<file path="src/rtl/adder_result_collector.sv">
// Result collector behind a fixed-latency pipelined adder: tracks issues with a
// valid/tag pipe, captures {carry, sum} into a FIFO, and gates issue by credits.
module adder_result_collector #(
    parameter int WIDTH   = 4,
    parameter int LATENCY = 5,
    parameter int DEPTH   = 4,
    parameter int TAGW    = 4
) (
    input  logic                     clk,
    input  logic                     rst,
    input  logic                     in_valid,
    output logic                     in_ready,
    input  logic [WIDTH-1:0]         sum_in,
    input  logic                     cout_in,
    output logic                     out_valid,
    input  logic                     out_ready,
    output logic [WIDTH:0]           out_data,
    output logic [TAGW-1:0]          out_tag,
    output logic [$clog2(DEPTH):0]   fifo_count,
    output logic [7:0]               stall_cnt
);
    localparam int AW = $clog2(DEPTH);
    localparam int CW = AW + 1;

    logic [LATENCY-1:0]            vld_pipe;
    logic [LATENCY-1:0][TAGW-1:0]  tag_pipe;
    logic [DEPTH-1:0][WIDTH:0]     data_mem;
    logic [DEPTH-1:0][TAGW-1:0]    tag_mem;
    logic [AW-1:0]                 wr_ptr;
    logic [AW-1:0]                 rd_ptr;
    logic [CW-1:0]                 inflight;
    logic [TAGW-1:0]               issue_tag;
    logic [CW:0]                   credits_used;
    logic                          accept;
    logic                          capture;
    logic                          pop;

    // Every issued operand owns a FIFO slot from issue until pop, so a capture
    // always finds room and the adder never needs to stall.
    assign credits_used = {1'b0, fifo_count} + {1'b0, inflight};
    assign in_ready     = credits_used < (CW+1)'(DEPTH);

    assign accept    = in_valid && in_ready;
    assign capture   = vld_pipe[LATENCY-1];
    assign out_valid = fifo_count != '0;
    assign pop       = out_valid && out_ready;
    assign out_data  = data_mem[rd_ptr];
    assign out_tag   = tag_mem[rd_ptr];

    always_ff @(posedge clk or posedge rst) begin
        if (rst) begin
            vld_pipe <= '0;
            tag_pipe <= '0;
        end else begin
            vld_pipe[0] <= accept;
            tag_pipe[0] <= issue_tag;
            for (int i = 1; i < LATENCY; i++) begin
                vld_pipe[i] <= vld_pipe[i-1];
                tag_pipe[i] <= tag_pipe[i-1];
            end
        end
    end

    always_ff @(posedge clk or posedge rst) begin
        if (rst) begin
            issue_tag <= '0;
            inflight  <= '0;
        end else begin
            if (accept)
                issue_tag <= issue_tag + TAGW'(1);
            case ({accept, capture})
                2'b10:   inflight <= inflight + CW'(1);
                2'b01:   inflight <= inflight - CW'(1);
                default: inflight <= inflight;
            endcase
        end
    end

    always_ff @(posedge clk or posedge rst) begin
        if (rst) begin
            data_mem   <= '0;
            tag_mem    <= '0;
            wr_ptr     <= '0;
            rd_ptr     <= '0;
            fifo_count <= '0;
        end else begin
            if (capture) begin
                data_mem[wr_ptr] <= {cout_in, sum_in};
                tag_mem[wr_ptr]  <= tag_pipe[LATENCY-1];
                wr_ptr           <= wr_ptr + AW'(1);
            end
            if (pop)
                rd_ptr <= rd_ptr + AW'(1);
            case ({capture, pop})
                2'b10:   fifo_count <= fifo_count + CW'(1);
                2'b01:   fifo_count <= fifo_count - CW'(1);
                default: fifo_count <= fifo_count;
            endcase
        end
    end

    always_ff @(posedge clk or posedge rst) begin
        if (rst)
            stall_cnt <= '0;
        else if (in_valid && !in_ready && stall_cnt != 8'hFF)
            stall_cnt <= stall_cnt + 8'd1;
    end

endmodule
</file>
<file path="config.mk">
export PLATFORM = sky130hd
export DESIGN_NAME = adder_result_collector
export DESIGN_NICKNAME = d
export VERILOG_FILES = /design/src/rtl/adder_result_collector.sv
export SDC_FILE = /design/constraint.sdc
export NUM_CORES = 1
export LEC_CHECK = 0
export CAP_MARGIN = 20
export CORE_MARGIN = 2
export CORE_UTILIZATION = 55
export CTS_CLUSTER_DIAMETER = 120
export DETAILED_ROUTE_END_ITERATION = 10
export GPL_TIMING_DRIVEN = 0
export PLACE_DENSITY_LB_ADDON = 0.1
export SLEW_MARGIN = 5
export SYNTH_ARGS = -nofsm -noshare
export SYNTH_HDL_FRONTEND = slang
export SYNTH_SLANG_ARGS = --single-unit
export TNS_END_PERCENT = 5
</file>
<file path="constraint.sdc">
create_clock -name clk -period 6.3 [get_ports clk]
set_input_delay 1.26 -clock clk [delete_from_list [all_inputs] [get_ports clk]]
set_output_delay 1.26 -clock clk [all_outputs]
set_load 0.1 [all_outputs]
</file>
==> results of run 1 <==
==> stage by stage <==
stage	area, um^2	worst slack, ns	util [%]	hold WS, ns	std cells
final	3970	2.36	67.5	0.349	337
after global routing	3970	2.27	67.5	0.358	337
after CTS	3970	2.34	67.5	0.353	337
after detailed placement	3740	2.72	63.6	0.336	321
after global placement	3710	1.67	63.1	0.332	320
after floorplan	3320	2.56	-	0.331	215
==> layout make-up <==
| type | count | area (um^2) |
|---|---|---|
| buffer | 3 | 12.5 |
| clock buffer | 12 | 155 |
| clock inverter | 4 | 72.6 |
| fill | 441 | 1910 |
| inverter | 12 | 47.5 |
| multi-input combinational | 117 | 1180 |
| sequential | 83 | 2080 |
| tap | 75 | 93.8 |
| timing repair buffer | 31 | 328 |
==> layout by cell type (no fill, tap or decap), drive strengths merged, types with 2 or more instances in the layout <==
master | synthesis | routed
nand3 | 4 | 4
mux2 | 41 | 41
ha | 10 | 10
fa | 2 | 2
nand2 | 12 | 12
inv | 12 | 12
clkbuf | 2 | 14
or3 | 2 | 2
dfrtp | 83 | 83
o21ai | 3 | 3
clkdlybuf4s50 | 0 | 30
nand4 | 2 | 2
xor2 | 10 | 10
buf | 1 | 2
and3 | 2 | 2
xnor2 | 6 | 6
nor2 | 6 | 6
nor3 | 4 | 4
bufinv | 0 | 2
mux4 | 9 | 9
==> worst max-delay path: cells and delay by family, from the launching register on <==
kind	cells	cell delay, ns
adder cells (fa/ha/maj)	1	0.30
AND/OR/NAND/NOR	2	0.48
buffers and inverters	1	1.14
flip-flops	1	0.41
==> flip-flops by register name, summed over array words and instances, names as in the netlist, 3 cells and up <==
register	cells
tag_mem	16
data_mem	20
inflight	3
tag_pipe	20
stall_cnt	8
vld_pipe	5
issue_tag	4
fifo_count	3
==> kinds of logic after synthesis <==
logic type      synth area share [%]
flops                           62.6
mux                             20.4
xor+xnor                        4.22
simple gates                    5.28
fa+ha+maj                       4.98
buf+inv                         1.73
compound gates                 0.792
==> metal layers <==
layer / wire, um / GRT usage [%] / vias up
met2: 2610 / 28.1 / 26
li1: - / - / 820
met5: 0 / 0 / -
met3: 158 / 3.96 / 11
met1: 2370 / 24.1 / 894
met4: 102 / 8.50 / 0
==> worst max path at each step <==
stage                     cells past startpoint           from          end
after floorplan                               3  fifo_count[2]     in_ready
after global placement                        2            rst  data_mem[9]
after detailed placement                      4  fifo_count[2]     in_ready
after CTS                                     4  fifo_count[2]     in_ready
after global routing                          4  fifo_count[2]     in_ready
final                                         4  fifo_count[2]     in_ready
==> results.py, run 1 <==
metrics = {
    "setup_path": {
        "r2r_slack_ns": 4.05,
        "ff2ff_path_depth": 10,
        "path_cells": "ha_1 > or3_4 > nor2_2 > clkdlybuf4s50_1",
        "crit_slowest_cell": "clkdlybuf4s50_1",
        "startpoint_type": "register",
        "timing.rr.end": "inflight[2]",
        "r2r_start": "fifo_count[1]",
        "critPathArrivalTime_ns": 2.68,
        "cp-end-kind": "output port",
        "crit_required_ns": 5.04,
        "criticalPathCategory": "reg -> out",
        "path_max_fanout": 4,
        "max_stage_delay_ns": 1.14,
    },
    "synth": {
        "synth_area_leaders": "dfrtp_1 (63%), mux2_2 (12%), mux4_2 (6.1%), ha_1 (3.8%), xor2_1 (2.6%)",
        "synth-seq-cells": 83,
        "synth_warnings": 0,
        "synth_edf_count": 0,
        "synth.distinct_cells": 29,
        "synth_most_common_cell": "dfrtp_1",
        "synthesis.area_mm2": 0.00332,
        "synth.cells.most_frequent": "dfrtp_1 (83), mux2_2 (36), inv_1 (11), nand2_1 (11)",
        "synthCells": 215,
        "async_reset_ff_share_pct": 100,
        "synth_top_cell_by_area": "dfrtp_1",
        "avgSynthCellArea_um2": 15.4,
        "synth_top_area_share_pct": 62.6,
        "ys_seq_area_share_pct": 62.6,
        "ys.flop_type": "dfrtp_1",
        "syn_nets": 236,
    },
    "sta": {
        "max_freq_mhz": 254,
        "hold_viol_final": 0,
        "min_period_ns": 3.94,
        "fin_skew_ns": 0.0152,
        "setup_violations": 0,
        "tightestPinTransition_ns": 0.977,
        "drv_slew": 0,
        "grt_setup_unrepaired": "false",
        "fin_crit_sh_pct": 62.5,
        "fin_setup_tns_ns": 0,
        "maxSlewHeadroom_pct": 34.7,
    },
    "detailed_routing": {
        "vias_per_cell": 5.20,
        "ant_nets": 0,
        "routed_wl_um": 5240,
        "drtIter0Drc": 27,
        "vias": 1751,
        "drc": 0,
        "post_drt_wl_per_cell_um": 15.5,
        "dr.pass1.iters": 3,
    },
    "run_status": {
        "status": "complete, no violations",
    },
    "cts": {
        "cts_tree": "yes",
        "cts_max_path_buffers": 2,
        "cts_buffers": 9,
        "clk_latency_ns": 0.34,
        "postCtsResizedCells": 0,
        "cts_max_level": 3,
        "cts.sinks": 83,
        "post_cts_buffers": 0,
        "hold_buffers": 0,
        "clk_pin_slew_worst_paths_ns": 0.08,
        "cts-root-buf": "clkbuf_8",
    },
    "global_route": {
        "grt_pass1_wl_um": 8710,
        "overflow": 0,
        "grt_use_total_pct": 17.9,
        "grt_max_degree": 59,
        "grt_pass1_vias": 1874,
        "antenna_found_initial": 0,
    },
    "floorplanning": {
        "coreArea_mm2": 0.00589,
        "rows": 28,
        "ios": 31,
        "die_area_mm2": 0.00667,
        "start_util_pct": 56.4,
        "dieWidth_um": 81.7,
        "die_h_um": 81.7,
    },
    "cells_and_area": {
        "final_net_count": 278,
        "antenna_cells": 0,
        "layout-drive-gt1-share_pct": 26.3,
        "area_growth_pct": 19.6,
    },
    "worst_hold_path": {
        "min_from": "tag_pipe[9]",
        "min_path_type": "reg -> reg",
        "hold_depth": 0,
        "whs_endpoint": "tag_pipe[13]",
    },
    "placed_design": {
        "gp_congestion": 0.759,
        "dp_hpwl_um": 3420,
        "io_buffers": 30,
    },
    "job": {
        "drv_cap": 0,
    },
}
Power of run 1 is left out: the tool's default activity adds up to more than one toggle a clock period on the data nets, which glitch-free logic cannot reach.
==> run 2: changes to the inputs <==
--- a/config.mk
+++ b/config.mk
@@ -7,7 +7,7 @@
 export LEC_CHECK = 0
 export CAP_MARGIN = 20
 export CORE_MARGIN = 2
-export CORE_UTILIZATION = 55
+export CORE_UTILIZATION = 51
 export CTS_CLUSTER_DIAMETER = 120
 export DETAILED_ROUTE_END_ITERATION = 10
 export GPL_TIMING_DRIVEN = 0
==> constraint.sdc (replaced) <==
create_clock -name clk -period 3.3 [get_ports clk]
set_input_delay 0.66 -clock clk [delete_from_list [all_inputs] [get_ports clk]]
set_output_delay 0.66 -clock clk [all_outputs]
set_load 0.1 [all_outputs]
==> results.py, run 2 (synthesis gave the netlist of run 1 again) <==
metrics = {
    "floorplanning": {
        "die_h_um": 84.7,
        "coreArea_mm2": 0.00631,
        "rows": 29,
        "start_util_pct": 52.6,
        "dieWidth_um": 84.7,
        "ios": 31,
        "die_area_mm2": 0.00717,
    },
    "cts": {
        "cts_max_level": 3,
        "cts_max_path_buffers": 2,
        "clk_latency_ns": 0.34,
        "cts-root-buf": "clkbuf_8",
        "cts_tree": "yes",
        "post_cts_buffers": 0,
        "hold_buffers": 0,
        "clk_pin_slew_worst_paths_ns": 0.08,
        "cts.sinks": 83,
        "cts_buffers": 9,
    },
    "sta": {
        "min_period_ns": 3.04,
        "fin_skew_ns": 0.00961,
        "finalHoldWorstSlack_ns": 0.350,
        "tightestPinTransition_ns": 0.983,
        "fin_crit_sh_pct": 92.1,
        "maxSlewHeadroom_pct": 34.3,
        "drv_slew": 0,
        "finalWorstSetupSlack_ns": 0.260,
        "max_freq_mhz": 329,
        "setup_violations": 0,
        "grt_setup_unrepaired": "false",
        "hold_viol_final": 0,
    },
    "cells_and_area": {
        "top_regs": "data_mem x20, tag_pipe x20, tag_mem x16",
        "layout-drive-gt1-share_pct": 26.2,
        "layout_common_cells": "dfrtp_1 (83), mux2_2 (36), clkdlybuf4s50_1 (20), nand2_1 (11)",
        "fillerInstances": 499,
        "final_net_count": 278,
        "seqCellArea_mm2": 0.00208,
        "multiInputGateArea_mm2": 0.00119,
        "antenna_cells": 0,
        "final_common_cell": "dfrtp_1",
        "area_growth_pct": 18.7,
        "design_area_mm2": 0.00394,
    },
    "placed_design": {
        "gp_congestion": 0.668,
        "dpl-instance-area_mm2": 0.00375,
        "dp_hpwl_um": 3190,
        "pre_cts_ws_ns": 0.332,
        "io_buffers": 30,
    },
    "global_route": {
        "antenna_found_initial": 0,
        "grt_use_total_pct": 15.9,
        "overflow": 0,
        "grt_pass1_wl_um": 8740,
        "grt_max_degree": 62,
        "grt_pass1_vias": 1847,
    },
    "worst_hold_path": {
        "min_from": "tag_pipe[2]",
        "whs_endpoint": "tag_pipe[6]",
        "hold_depth": 0,
        "min_path_type": "reg -> reg",
    },
    "setup_path": {
        "cp-end-kind": "output port",
        "startpoint_type": "register",
        "critPathArrivalTime_ns": 2.38,
        "crit_required_ns": 2.64,
        "timing.rr.end": "inflight[2]",
        "r2r_slack_ns": 1.07,
        "crit_slowest_cell": "dlygate4sd2_1",
        "path_cells": "clkbuf_1 > mux4_2 > dlygate4sd2_1",
        "max_stage_delay_ns": 0.86,
        "path_max_fanout": 10,
        "ff2ff_path_depth": 10,
        "r2r_start": "fifo_count[1]",
        "criticalPathCategory": "reg -> out",
    },
    "detailed_routing": {
        "vias": 1737,
        "ant_nets": 0,
        "dr.pass1.iters": 2,
        "post_drt_wl_per_cell_um": 14.8,
        "vias_per_cell": 5.15,
        "routed_wl_um": 4970,
        "drtIter0Drc": 77,
        "drc": 0,
    },
    "run_status": {
        "status": "complete, no violations",
    },
    "job": {
        "drv_cap": 0,
    },
}
run 2: metal layers:
layer	part of all wire [%]	wire length [um]	global-route usage, %	up-vias
met1	47	2340	20.4	885
met5	0	0	0	-
li1	-	-	-	821
met2	48	2400	25.6	25
met3	3.0	147	4.03	6
met4	1.6	80	7.79	0
run 2: what timing repair did:
action,CTS,global route
endpoints found under the setup margin,10,0
gates resized for setup,10,0
endpoints found under the hold margin,0,0
run 2: final cells by class:
type | instances | share of cell area (%)
Buffer | 3 | 0.317
Clock inverter | 5 | 2.00
Tap cell | 77 | 2.44
Inverter | 12 | 1.21
Clock buffer | 9 | 3.14
Timing Repair Buffer | 31 | 8.00
Sequential cell | 83 | 52.7
Multi-Input combinational cell | 117 | 30.2
run 2: through the flow:
stage,cells,setup TNS (ns),utilization [%]
floorplan,215,0,-
global placement,322,-66.48,58.9
detailed placement,323,0,59.4
CTS,337,0,62.4
global route,337,0,62.4
finish,337,0,62.4
run 2: how the worst max path moves through the flow:
stage	startpoint	endpoint	slack (ns)	cells after the start
after floorplan	fifo_count[2]	inflight[1]	0.11	8
after global placement	rst	data_mem[6]	-0.80	2
final	rd_ptr[1]	out_tag[0]	0.26	3
after global routing	rd_ptr[1]	out_tag[0]	0.19	3
after CTS	rd_ptr[1]	out_tag[0]	0.23	3
after detailed placement	fifo_count[2]	in_ready	0.33	4
run 2: critical path, delay by kind of cell, from the launching register on:
family	cells	cell delay, ns
buffers and inverters	2	1.38
multiplexers	1	0.34
flip-flops	1	0.32
Power of run 2 is left out for the same reason.
==> run 3: changes to the inputs <==
--- a/config.mk
+++ b/config.mk
@@ -6,9 +6,9 @@
 export NUM_CORES = 1
 export LEC_CHECK = 0
 export CAP_MARGIN = 20
-export CORE_MARGIN = 2
-export CORE_UTILIZATION = 51
-export CTS_CLUSTER_DIAMETER = 120
+export CELL_PAD_IN_SITES_DETAIL_PLACEMENT = 1
+export CELL_PAD_IN_SITES_GLOBAL_PLACEMENT = 1
+export CORE_UTILIZATION = 43
 export DETAILED_ROUTE_END_ITERATION = 10
 export GPL_TIMING_DRIVEN = 0
 export PLACE_DENSITY_LB_ADDON = 0.1
==> results.py, run 3 (synthesis gave the netlist of run 1 again) <==
metrics = {
    "run_status": {
        "status": "complete, no violations",
    },
    "global_route": {
        "grt_max_degree": 44,
        "grt_pass1_wl_um": 9740,
        "grt_use_total_pct": 15.7,
        "overflow": 0,
        "antenna_found_initial": 0,
        "grt_pass1_vias": 1926,
    },
    "worst_hold_path": {
        "min_path_type": "reg -> reg",
        "whs_endpoint": "vld_pipe[3]",
        "min_from": "vld_pipe[2]",
        "hold_depth": 0,
    },
    "setup_path": {
        "critPathBufInv": 2,
        "r2r_start": "fifo_count[1]",
        "critPathTopFamily": "buffers and inverters",
        "startpoint_type": "register",
        "criticalPathCategory": "reg -> out",
        "timing.rr.end": "inflight[2]",
        "cp-end-kind": "output port",
        "critPathArrivalTime_ns": 2.44,
        "r2r_slack_ns": 1.04,
        "path_max_fanout": 10,
        "ff2ff_path_depth": 10,
        "crit_required_ns": 2.64,
        "max_stage_delay_ns": 0.86,
        "path_cells": "clkbuf_1 > mux4_2 > dlygate4sd2_1",
        "crit_slowest_cell": "dlygate4sd2_1",
    },
    "sta": {
        "finalHoldWorstSlack_ns": 0.349,
        "fin_skew_ns": 0.0131,
        "grt_setup_unrepaired": "false",
        "max_freq_mhz": 323,
        "fin_setup_tns_ns": 0,
        "hold_viol_final": 0,
        "fin_crit_sh_pct": 93.9,
        "min_period_ns": 3.10,
        "maxSlewHeadroom_pct": 34.8,
        "setup_violations": 0,
        "drv_slew": 0,
        "tightestPinTransition_ns": 0.974,
    },
    "floorplanning": {
        "start_util_pct": 45.0,
        "dieWidth_um": 89.9,
        "die_area_mm2": 0.00807,
        "ios": 31,
        "die_h_um": 89.9,
        "rows": 31,
        "coreArea_mm2": 0.00737,
    },
    "cells_and_area": {
        "fillerInstances": 716,
        "area_growth_pct": 19.7,
        "layout_common_cells": "dfrtp_1 (83), mux2_2 (36), clkdlybuf4s50_1 (20), nand2_1 (11)",
        "fin_cells": 361,
        "top_regs": "data_mem x20, tag_pipe x20, tag_mem x16",
        "final_common_cell": "dfrtp_1",
        "antenna_cells": 0,
        "layout-drive-gt1-share_pct": 26.7,
        "final_util_pct": 53.9,
        "final_net_count": 278,
        "multiInputGateArea_mm2": 0.00119,
        "seqCellArea_mm2": 0.00208,
    },
    "placed_design": {
        "io_buffers": 30,
        "dp_cells": 345,
        "dp_hpwl_um": 3670,
        "gp_congestion": 0.699,
    },
    "cts": {
        "cts_max_path_buffers": 2,
        "cts.sinks": 83,
        "cts-root-buf": "clkbuf_8",
        "clk_pin_slew_worst_paths_ns": 0.09,
        "post_cts_buffers": 0,
        "cts_buffers": 9,
        "cts_tree": "yes",
        "cts_max_level": 3,
        "clk_latency_ns": 0.35,
    },
    "detailed_routing": {
        "vias_per_cell": 4.96,
        "dr.pass1.iters": 4,
        "drc": 0,
        "vias": 1789,
        "post_drt_wl_per_cell_um": 15.4,
        "drtIter0Drc": 38,
        "routed_wl_um": 5570,
        "ant_nets": 0,
    },
    "job": {
        "drv_cap": 0,
    },
}
==> run 3: cell count changes in the layout (fill, tap and decap cells not counted), sizes merged <==
cell    before  now
bufinv       2    1
inv         13   16
==> run 3: worst reg2reg max path, cell delays in order (launching register included) <==
cell     delay, ns
dfrtp_1       0.43
ha_1          0.29
and3_1        0.27
nor2_4        0.07
nand2_2       0.10
ha_1          0.19
inv_1         0.06
fa_1          0.37
xor2_1        0.15
nor2_1        0.12
xor2_1        0.15
==> run 3: routing by layer <==
metal	routed length (um)	track usage, %
met5	0	0
met2	2740	24.9
met1	2590	20.8
met4	80	7.26
met3	163	3.55
==> run 3: worst max-delay path by stage <==
| stage | from | endpoint | slack, ns | depth (start not counted) |
|---|---|---|---|---|
| detailed placement | rd_ptr[1] | out_tag[2] | 0.27 | 3 |
| global route | rd_ptr[1] | out_data[3] | 0.08 | 3 |
| global placement | rst | fifo_count[0] | -0.81 | 2 |
| finish | rd_ptr[1] | out_tag[2] | 0.20 | 3 |
| CTS | rd_ptr[1] | out_tag[2] | 0.15 | 3 |
| floorplan | fifo_count[2] | inflight[1] | 0.11 | 8 |
==> run 3: final cells by class <==
cell class                      count  share of cell area (%)
Tap cell                           99                    3.12
Clock inverter                      7                    2.27
Timing Repair Buffer               31                    7.75
Buffer                              3                   0.315
Clock buffer                        9                    3.12
Inverter                           12                    1.20
Multi-Input combinational cell    117                    30.0
Sequential cell                    83                    52.3
==> run 3: what timing repair did <==
item	4_1_cts	5_1_grt
hold buffers	0	0
gates resized for setup	10	0
setup endpoints to repair	10	0
==> run 3: per-stage QoR <==
step                      setup slack (ns)  cell area, um^2
final                                0.202             3970
after global routing                0.0834             3970
after CTS                            0.146             3970
after detailed placement             0.269             3770
after global placement              -0.814             3750
after floorplan                      0.110             3320
Power of run 3 is left out for the same reason.
